`src/rtl/fetch_unit_pkg.sv`:
```
// Shared types for the fetch stage: instruction bus, fetch->decode payload,
// fetch FSM states and reset/step defaults for the program counter.
package fetch_unit_pkg;

  // Common bus/word types.
  typedef logic [63:0] addr_t;
  typedef logic [31:0] u32;

  // Instruction bus request: held until the matching data_ok.
  typedef struct packed {
    logic  valid;
    addr_t addr;
  } ibus_req_t;

  // Instruction bus response: data is meaningful only when data_ok is high.
  typedef struct packed {
    logic addr_ok;
    logic data_ok;
    u32   data;
  } ibus_resp_t;

  // Payload handed to decode.
  typedef struct packed {
    logic  valid;
    addr_t pc;
    u32    raw_instr;
  } fetch_data_t;

  // Fetch control states.
  typedef enum logic [1:0] {
    IDLE  = 2'd0,
    REQ   = 2'd1,
    FLUSH = 2'd2
  } fetch_state_t;

  // Default PC after reset and sequential increment in bytes.
  localparam addr_t DEF_PC_INIT = 64'h0000_0000_8000_0000;
  localparam addr_t DEF_PC_STEP = 64'd4;

endpackage

```
`src/rtl/fetch_unit_pc_reg.sv`:
```
// Program counter register with next-pc selection.
// A redirect target always wins; otherwise the pc advances by PC_STEP when
// the fetched word is kept, and holds in every other cycle.
module fetch_unit_pc_reg
  import fetch_unit_pkg::*;
#(
  parameter addr_t PC_INIT = DEF_PC_INIT,
  parameter addr_t PC_STEP = DEF_PC_STEP
) (
  input  logic        clk,
  input  logic        reset,
  input  logic        redirect_i,
  input  logic [61:0] redirect_tgt_i,
  input  logic        advance_i,
  output addr_t       pc_o,
  output addr_t       pc_next_o
);

  addr_t pc_q;
  addr_t pc_d;

  // Next-pc select: redirect (word aligned) > sequential step > hold.
  always_comb begin
    pc_d = pc_q;
    if (redirect_i) begin
      pc_d = {redirect_tgt_i, 2'b00};
    end else if (advance_i) begin
      pc_d = pc_q + PC_STEP;  // wraps silently at 2^64
    end else begin
      pc_d = pc_q;
    end
  end

  // PC register with synchronous reset to PC_INIT.
  always_ff @(posedge clk) begin
    if (reset) begin
      pc_q <= PC_INIT;
    end else begin
      pc_q <= pc_d;
    end
  end

  assign pc_o      = pc_q;
  assign pc_next_o = pc_d;

endmodule

```
`src/rtl/fetch_unit.sv`:
```
// Fetch stage: owns the PC, issues at most one instruction bus request at a
// time and delivers fetched words to decode through a one-entry registered
// buffer. Redirects flush the buffer; a request already on the bus is never
// withdrawn, its late response is dropped in FLUSH instead.
module fetch_unit
  import fetch_unit_pkg::*;
#(
  parameter addr_t PC_INIT = DEF_PC_INIT,
  parameter addr_t PC_STEP = DEF_PC_STEP
) (
  input  logic        clk,
  input  logic        reset,
  output ibus_req_t   ireq,
  input  ibus_resp_t  iresp,
  input  logic        stall,
  input  logic        redirect_valid,
  input  addr_t       redirect_pc,
  output fetch_data_t dataF
);

  // FSM and request registers.
  fetch_state_t state_q, state_d;
  logic         req_valid_q, req_valid_d;
  addr_t        req_addr_q, req_addr_d;

  // Output buffer registers.
  logic         buf_valid_q, buf_valid_d;
  addr_t        buf_pc_q, buf_pc_d;
  u32           buf_instr_q, buf_instr_d;

  // Handshake helpers.
  logic         can_accept;
  logic         consume;
  logic         fill;
  logic         launch;
  addr_t        pc_cur;
  addr_t        pc_next;

  // addr_ok carries no information for a single-outstanding fetcher and the
  // low redirect bits are forced to zero, so both are intentionally sunk.
  logic         unused_bits;
  assign unused_bits = ^{iresp.addr_ok, redirect_pc[1:0]};

  // Buffer can take a new word this cycle if empty or being drained.
  assign can_accept = !buf_valid_q || !stall;
  assign consume    = buf_valid_q && !stall;

  fetch_unit_pc_reg #(
    .PC_INIT (PC_INIT),
    .PC_STEP (PC_STEP)
  ) u_pc_reg (
    .clk            (clk),
    .reset          (reset),
    .redirect_i     (redirect_valid),
    .redirect_tgt_i (redirect_pc[63:2]),
    .advance_i      (fill),
    .pc_o           (pc_cur),
    .pc_next_o      (pc_next)
  );

  // Next-state logic. A response that arrives while the buffer is full and
  // stalled cannot be stored; it is dropped and the same pc is fetched again
  // later, so no instruction is lost or duplicated.
  always_comb begin
    state_d = state_q;
    fill    = 1'b0;
    case (state_q)
      IDLE: begin
        if (redirect_valid) begin
          state_d = IDLE;
        end else if (can_accept) begin
          state_d = REQ;
        end else begin
          state_d = IDLE;
        end
      end
      REQ: begin
        if (iresp.data_ok) begin
          if (redirect_valid) begin
            state_d = IDLE;
          end else begin
            fill    = can_accept;
            state_d = can_accept ? REQ : IDLE;
          end
        end else if (redirect_valid) begin
          state_d = FLUSH;
        end else begin
          state_d = REQ;
        end
      end
      FLUSH: begin
        if (iresp.data_ok) begin
          state_d = IDLE;
        end else begin
          state_d = FLUSH;
        end
      end
      default: begin
        state_d = IDLE;
      end
    endcase
  end

  // Request channel: a new request is launched whenever REQ is entered fresh
  // or re-entered after a response; otherwise valid/addr stay frozen, which
  // also keeps the stale address on the bus through FLUSH.
  always_comb begin
    launch      = (state_d == REQ) && ((state_q != REQ) || iresp.data_ok);
    req_valid_d = (state_d == REQ) || (state_d == FLUSH);
    if (launch) begin
      req_addr_d = pc_next;
    end else begin
      req_addr_d = req_addr_q;
    end
  end

  // Output buffer: redirect empties it, a stored response refills it (even
  // in the same cycle as a consume), a consume alone empties it.
  always_comb begin
    buf_valid_d = buf_valid_q;
    buf_pc_d    = buf_pc_q;
    buf_instr_d = buf_instr_q;
    if (redirect_valid) begin
      buf_valid_d = 1'b0;
    end else if (fill) begin
      buf_valid_d = 1'b1;
      buf_pc_d    = pc_cur;
      buf_instr_d = iresp.data;
    end else if (consume) begin
      buf_valid_d = 1'b0;
    end else begin
      buf_valid_d = buf_valid_q;
    end
  end

  // State, request and buffer registers with synchronous reset.
  always_ff @(posedge clk) begin
    if (reset) begin
      state_q     <= IDLE;
      req_valid_q <= 1'b0;
      req_addr_q  <= 64'd0;
      buf_valid_q <= 1'b0;
      buf_pc_q    <= 64'd0;
      buf_instr_q <= 32'd0;
    end else begin
      state_q     <= state_d;
      req_valid_q <= req_valid_d;
      req_addr_q  <= req_addr_d;
      buf_valid_q <= buf_valid_d;
      buf_pc_q    <= buf_pc_d;
      buf_instr_q <= buf_instr_d;
    end
  end

  // Outputs come straight from registers.
  assign ireq.valid      = req_valid_q;
  assign ireq.addr       = req_addr_q;
  assign dataF.valid     = buf_valid_q;
  assign dataF.pc        = buf_pc_q;
  assign dataF.raw_instr = buf_instr_q;

endmodule

```
`config.mk`:
```
export PLATFORM = sky130hd
export DESIGN_NAME = fetch_unit
export DESIGN_NICKNAME = d
export VERILOG_FILES = /design/src/rtl/fetch_unit_pkg.sv /design/src/rtl/fetch_unit_pc_reg.sv /design/src/rtl/fetch_unit.sv
export SDC_FILE = /design/constraint.sdc
export NUM_CORES = 1
export LEC_CHECK = 0
export BUFFER_PORTS_ARGS = -buffer_cell sky130_fd_sc_hd__buf_4
export CAP_MARGIN = 20
export CORE_ASPECT_RATIO = 1.5
export CORE_UTILIZATION = 56
export DETAILED_ROUTE_END_ITERATION = 6
export GPL_TIMING_DRIVEN = 0
export MAX_ROUTING_LAYER = met4
export PLACE_DENSITY = 0.85
export REMOVE_ABC_BUFFERS = 1
export SETUP_SLACK_MARGIN = 0.1
export SLEW_MARGIN = 0
export SYNTH_ARGS = -nofsm -noshare
export SYNTH_HDL_FRONTEND = slang
export SYNTH_SLANG_ARGS = --single-unit
```
`constraint.sdc`:
```
create_clock -name clk -period 6.9 [get_ports clk]
set_input_delay 0 -clock clk [delete_from_list [all_inputs] [get_ports clk]]
set_output_delay 0 -clock clk [all_outputs]
set_load 0.02 [all_outputs]
```
Word level (Yosys, flattened, before mapping) --
Cells that the tools add are included.
Word-level totals: logic and storage cells 38, output and inout bits 162, bits of input ports 102, register bits after elaboration 228
Cells by class: $add $sub $neg 1, equality and inequality tests 5, bitwise operators 1, mux-type cells 13, reduce and logical (&&, ||, !) cells 11
Operators with widths (number):
- 64-bit 2-to-1 mux | 2
- 64-bit by 3-bit adder with 64-bit output (second input constant) | 1
- 2-bit 2-to-1 mux | 4
- 1-bit 2-to-1 mux | 6
- 2-bit one-hot mux with 3 select lines | 1
- 2-bit by 1-bit equality test with 1-bit output (second input constant) | 2
- 2-bit equality test (second input constant) | 2
- 1-bit logical OR | 3
- 1-bit logical AND | 2
- 1-bit logical NOT | 2
- 2-bit logical NOT | 1
- 2-bit by 1-bit != test with 1-bit output (second input constant) | 1
- 2-bit AND reduction | 1
- 2-bit nonzero test | 1
- 2-bit OR reduction | 1
- 1-bit inverter | 1

Depth between registers and ports, before layout --
depth after elaboration 8, gate-level depth with buffers 12, depth with buffers taken out 9

Modules after synthesis --
Synthesis repeated with hierarchy kept, for this count alone.
Second synthesis, totals: cell total of the unflattened synthesis 1305, area total of the unflattened synthesis 11706.2 µm²
By module, submodules not included:
- fetch_unit | area an instance 7293.2 µm², cells an instance 715, instances 1, seq. area each 3283.1 µm²
- fetch_unit_pc_reg | area an instance 4413.0 µm², cells an instance 590, instances 1, seq. area each 1281.2 µm²

Worst setup path before layout --
OpenSTA, ideal clock, no wires.
path kind input-to-reg, from input redirect_valid, to register req_addr_q[0], arrival time 2.231 ns, buffers on the path 4, cell stages on the path 11, path slack 4.611 ns, cell sequence clkbuf_1 > clkbuf_1 > buf_1 > nand2_1 > o21ai_0 > nand2_1 > ha_1 > a21boi_1 > nor2_1 > clkbuf_1 > o22a_1
On the way: word-level cells in the longest chain between the ends 5, elaborated cells between the ends (all ways) 11, those cells by class 1 x eq/ne; 9 x mux; 1 x reduce/logical
Ends and longest elaborated chain:
- start, declared | line fetch_unit.sv:16 | input logic redirect_valid,
- 2-bit 2-to-1 mux (tied with other cells) | line fetch_unit.sv:85 | end else if (redirect_valid) begin
- 2-bit 2-to-1 mux / 1-bit 2-to-1 mux (equally long branches) | line fetch_unit.sv:78 | if (iresp.data_ok) begin
- 2-bit one-hot mux with 3 select lines / 1-bit 2-to-1 mux (equally long branches) | line fetch_unit.sv:67 | case (state_q)
- 2-bit by 1-bit equality test with 1-bit output / 64-bit 2-to-1 mux (equally long branches) | line fetch_unit.sv:108, fetch_unit_pc_reg.sv:27
- 1-bit logical AND / 64-bit 2-to-1 mux (equally long branches) | line fetch_unit.sv:108, fetch_unit_pc_reg.sv:25
- end signal, assigned | line fetch_unit.sv:148 | req_addr_q <= req_addr_d;
- end, declared | line fetch_unit.sv:24 | addr_t req_addr_q, req_addr_d;
Several ways; a longest one is shown, not always the timed one. A chain may end at the register's enable or synchronous reset.

Worst setup path after layout --
from register state_q[0], to register req_addr_q[41]
On the way: word-level cells in the longest chain between the ends 4, elaborated cells between the ends (all ways) 11, those cells by class 4 x eq/ne; 4 x mux; 3 x reduce/logical
Ends and longest elaborated chain:
- start, declared | line fetch_unit.sv:22 | fetch_state_t state_q, state_d;
- start signal, assigned | line fetch_unit.sv:146 | state_q <= state_d;
- 2-bit equality test (tied with other cells) | line fetch_unit.sv:67
- 2-bit one-hot mux with 3 select lines / 1-bit 2-to-1 mux (equally long branches) | line fetch_unit.sv:67
- 2-bit by 1-bit equality test with 1-bit output / 64-bit 2-to-1 mux (equally long branches) | line fetch_unit.sv:108, fetch_unit_pc_reg.sv:27
- 1-bit logical AND / 64-bit 2-to-1 mux (equally long branches) | line fetch_unit.sv:108, fetch_unit_pc_reg.sv:25
Several ways; a longest one is shown, not always the timed one.

==> summary.txt <==
Critical path
  – Worst R2R Start: state_q[0]$_SDFF_PP0_
  – Crit path largest cell delay: approximately 0.95 ns
  – CP startpoint kind: flip-flop
  – Crit path launch: state_q[0]$_SDFF_PP0_
  – Crit. End Element: flip-flop
  – Required time of the critical path: between 7 and 8 ns
  – Reg-to-reg setup timing slack: roughly 3.5 ns
  – Crit-path cells: nor2b_1, and4_1, nand4_1, o31a_2, nor3_1, o41ai_1
  – CP max stage cell: and4_1
  – Crit path max fanout: 18
  – Crit path kind: reg2reg
  – Arr. time, crit path: between 3 and 4 ns

Yosys
  – Synth Warn #: 0
  – Post-synth cell types: 67
  – Avg Cell Area, Syn: 8.117 um2
  – Register area share after synthesis: 0.4774
  – Post-synth EDFFs: 0
  – Syn Std Cell Area: approximately 0.0096 mm2
  – Syn Inst Count: between 1000 and 1500
  – Synth Register Bits: ~230
  – Post-synth top area share: 0.4774
  – Async set or reset register ratio after synthesis: 0
  – Top_reg_cell synth: dfxtp_1
  – Area contributors post-synth: dfxtp_1 48%, nand2_1 10%, a21oi_1 6.2%
  – Post-synth top area cell: dfxtp_1

STA
  – Fmax: ~0.29 GHz
  – # setup viols final: 0
  – Tcrit/Tclk final: 0.4961
  – Final worst slack: approximately 3.5 ns
  – Worst Max-Slew Pin Slew: between 1 and 1.5 ns
  – Slew HR: 0.3246
  – Crit path time final: about 3.4 ns
  – Final slew viol count: 0
  – Clock skew: between 0.008 and 0.009 ns
  – Final hold vios: 0
  – RSZ-0062 raised after global routing: no
  – Final setup TNS: 0 ns

Drt
  – DRT Pass-1 Iters: 5
  – Vias per inst: ~6.0
  – Via count: 10299
  – ANT nets after route: 0
  – Per-cell routed wire length: ~19 um
  – Total Wirelength: ~33000 um
  – # DRC: 0
  – Iteration-0 DRC count of the detailed router: around 700

Placed design
  – Post-place setup slack: between 3 and 4 ns
  – Placer congestion estimate: 0.9223
  – PortBufs: 260
  – HPWL after DPL: between 15000 and 20000 um

Clocking
  – TritonCTS Buffers: 22
  – Clk root buf: clkbuf_16
  – Clock transition at path regs: 0.07 ns
  – Clock Path Buffers: 3
  – # H-tree levels: 1
  – Worst-Skew Late Latency: roughly 0.5 ns
  – Clock Sinks: about 230
  – CTS tree: yes
  – # resized after CTS: 0

Cells and area
  – Most frequent cells in the layout: 259 x buf_4, 257 x nand2_1, 228 x dfxtp_1
  – Syn-to-layout area delta: 41.80%
  – Antenna Cells: 0
  – Fillcell total: ~1000
  – Fin nets: around 1600
  – Share of cells above drive strength 1: 0.2160
  – Most common cell after layout, fill and taps aside: buf_4

Min path
  – Type of the worst min-delay path: in2reg
  – HP Start: redirect_valid

Pwr
  – Flop pwr share: 0.462
  – NetSw: about 0.00080 W
  – Leak: ~5.5 nW
  – Power density over cell area: 229.5 mW/mm2
  – Switching share of power: 0.2560
  – Comb power frac: 0.132
  – Int Power: between 0.002 and 0.0025 W
  – Clock power share: 0.406
  – VDD IR-drop max: 212.2 uV

Die
  – Die width: approximately 110 um
  – Core footprint: roughly 0.017 mm2
  – Initial Util: 0.5704
  – Io pins: between 200 and 300
  – Die height: approximately 160 um
  – Die Area: 0.01761 mm2
  – Num rows: 58

Global route
  – Initial antenna violation count: 0
  – Grt ovf: 0
  – Wire length of the first global-routing pass: ~50000 um
  – Vias in the first global route: between 9000 and 10000
  – Tot GR Track Use: 0.3725
  – Pin count of the biggest net entering global routing: 120

Job
  – Max Cap Viol: 0

Status
  – Status: finished clean
layout make-up:
class	instances	area (um2)	share of cell area
repair buffers	382	3277	0.2417
clock buffers	28	614.3	0.04531
inverters	10	37.54	0.002769
flip-flops and latches	228	4564	0.3367
clock inverters	12	147.6	0.01089
multi-input cells	854	4654	0.3433
well taps	210	262.8	0.01938
path summary, 6_finish.rpt:
check | to | cells after the start
max reg2reg | req_addr_q[41]$_SDFFE_PP0P_ | 6
max | req_addr_q[41]$_SDFFE_PP0P_ | 6
min | u_pc_reg.pc_o[12]$_SDFF_PP0_ | 3
min reg2reg | buf_pc_q[25]$_SDFFE_PP0P_ | 2
timing repair:
| item | in CTS | in global routing |
|---|---|---|
| endpoints found under the setup margin | 0 | 0 |
| hold buffers | 115 | 0 |
| hold endpoints to repair | 180 | 0 |
| setup buffers | 0 | 0 |
worst max-delay path: cells and delay by family (launching register included):
family | cells | cell delay [ns]
simple gates | 4 | 2.32
flops | 1 | 0.35
compound gates | 2 | 0.59
state kept, by name, summed over array words and instances (netlist names):
name	flops
buf_pc_q	64
buf_instr_q	32
state_q	2
req_addr_q	64
u_pc_reg.pc_o	64
buf_valid_q	1
req_valid_q	1
synth_stat cells, drive strengths merged, types with 5 or more instances:
cell / n
nand2: 260
dfxtp: 228
a21oi: 118
nor2: 85
clkbuf: 70
nor3: 53
nand3: 49
o21ai: 39
nand4: 35
and3: 17
buf: 16
nor4: 16
xnor2: 16
a211oi: 15
xor2: 15
and2: 14
o41ai: 14
mux2i: 13
o21a: 12
inv: 9
a22o: 7
a31oi: 7
or3: 7
or4: 7
and4: 6
o22a: 6
nand2b: 5
metal layers:
metal  global-route usage  vias to the layer above  part of all wire
li1                     -                     4761                 -
met1               0.3857                     4869              0.36
met2               0.6320                      509              0.51
met3              0.06581                      160             0.067
met4               0.2561                        0             0.066
met5                    -                        -                 0
per-stage QoR:
| stage | total power, W | instances | util | hold WS (ns) | cell area, um2 |
|---|---|---|---|---|---|
| floorplan | 0.001620 | 1092 | - | 0.06669 | 9225 |
| global placement | 0.001792 | 1562 | 0.6824 | 0.2470 | 11440 |
| detailed placement | 0.001814 | 1569 | 0.6947 | 0.2535 | 11640 |
| CTS | 0.003112 | 1724 | 0.8088 | 0.1927 | 13560 |
| global route | 0.003212 | 1724 | 0.8088 | 0.2619 | 13560 |
| finish | 0.003112 | 1724 | 0.8088 | 0.2157 | 13560 |
power by group through the flow:
stage	clock (W)	combinational [W]	sequential, W
floorplan	0	0.000124	0.00150
global placement	0	0.000331	0.00146
detailed placement	0	0.000349	0.00146
CTS	0.00128	0.000401	0.00143
global route	0.00133	0.000437	0.00144
finish	0.00126	0.000411	0.00144
kinds of logic after synthesis:
family,count (synthesis),share of synthesized area
buffers and inverters,96,0.03912
AOI/OAI and AO/OA,245,0.1582
adders and majority gates,2,0.002617
muxes,13,0.01361
xor gates and xnor gates,31,0.02840
DFF,228,0.4774
and+or+nand+nor,563,0.2807
Power figures use the tool's default switching activity.
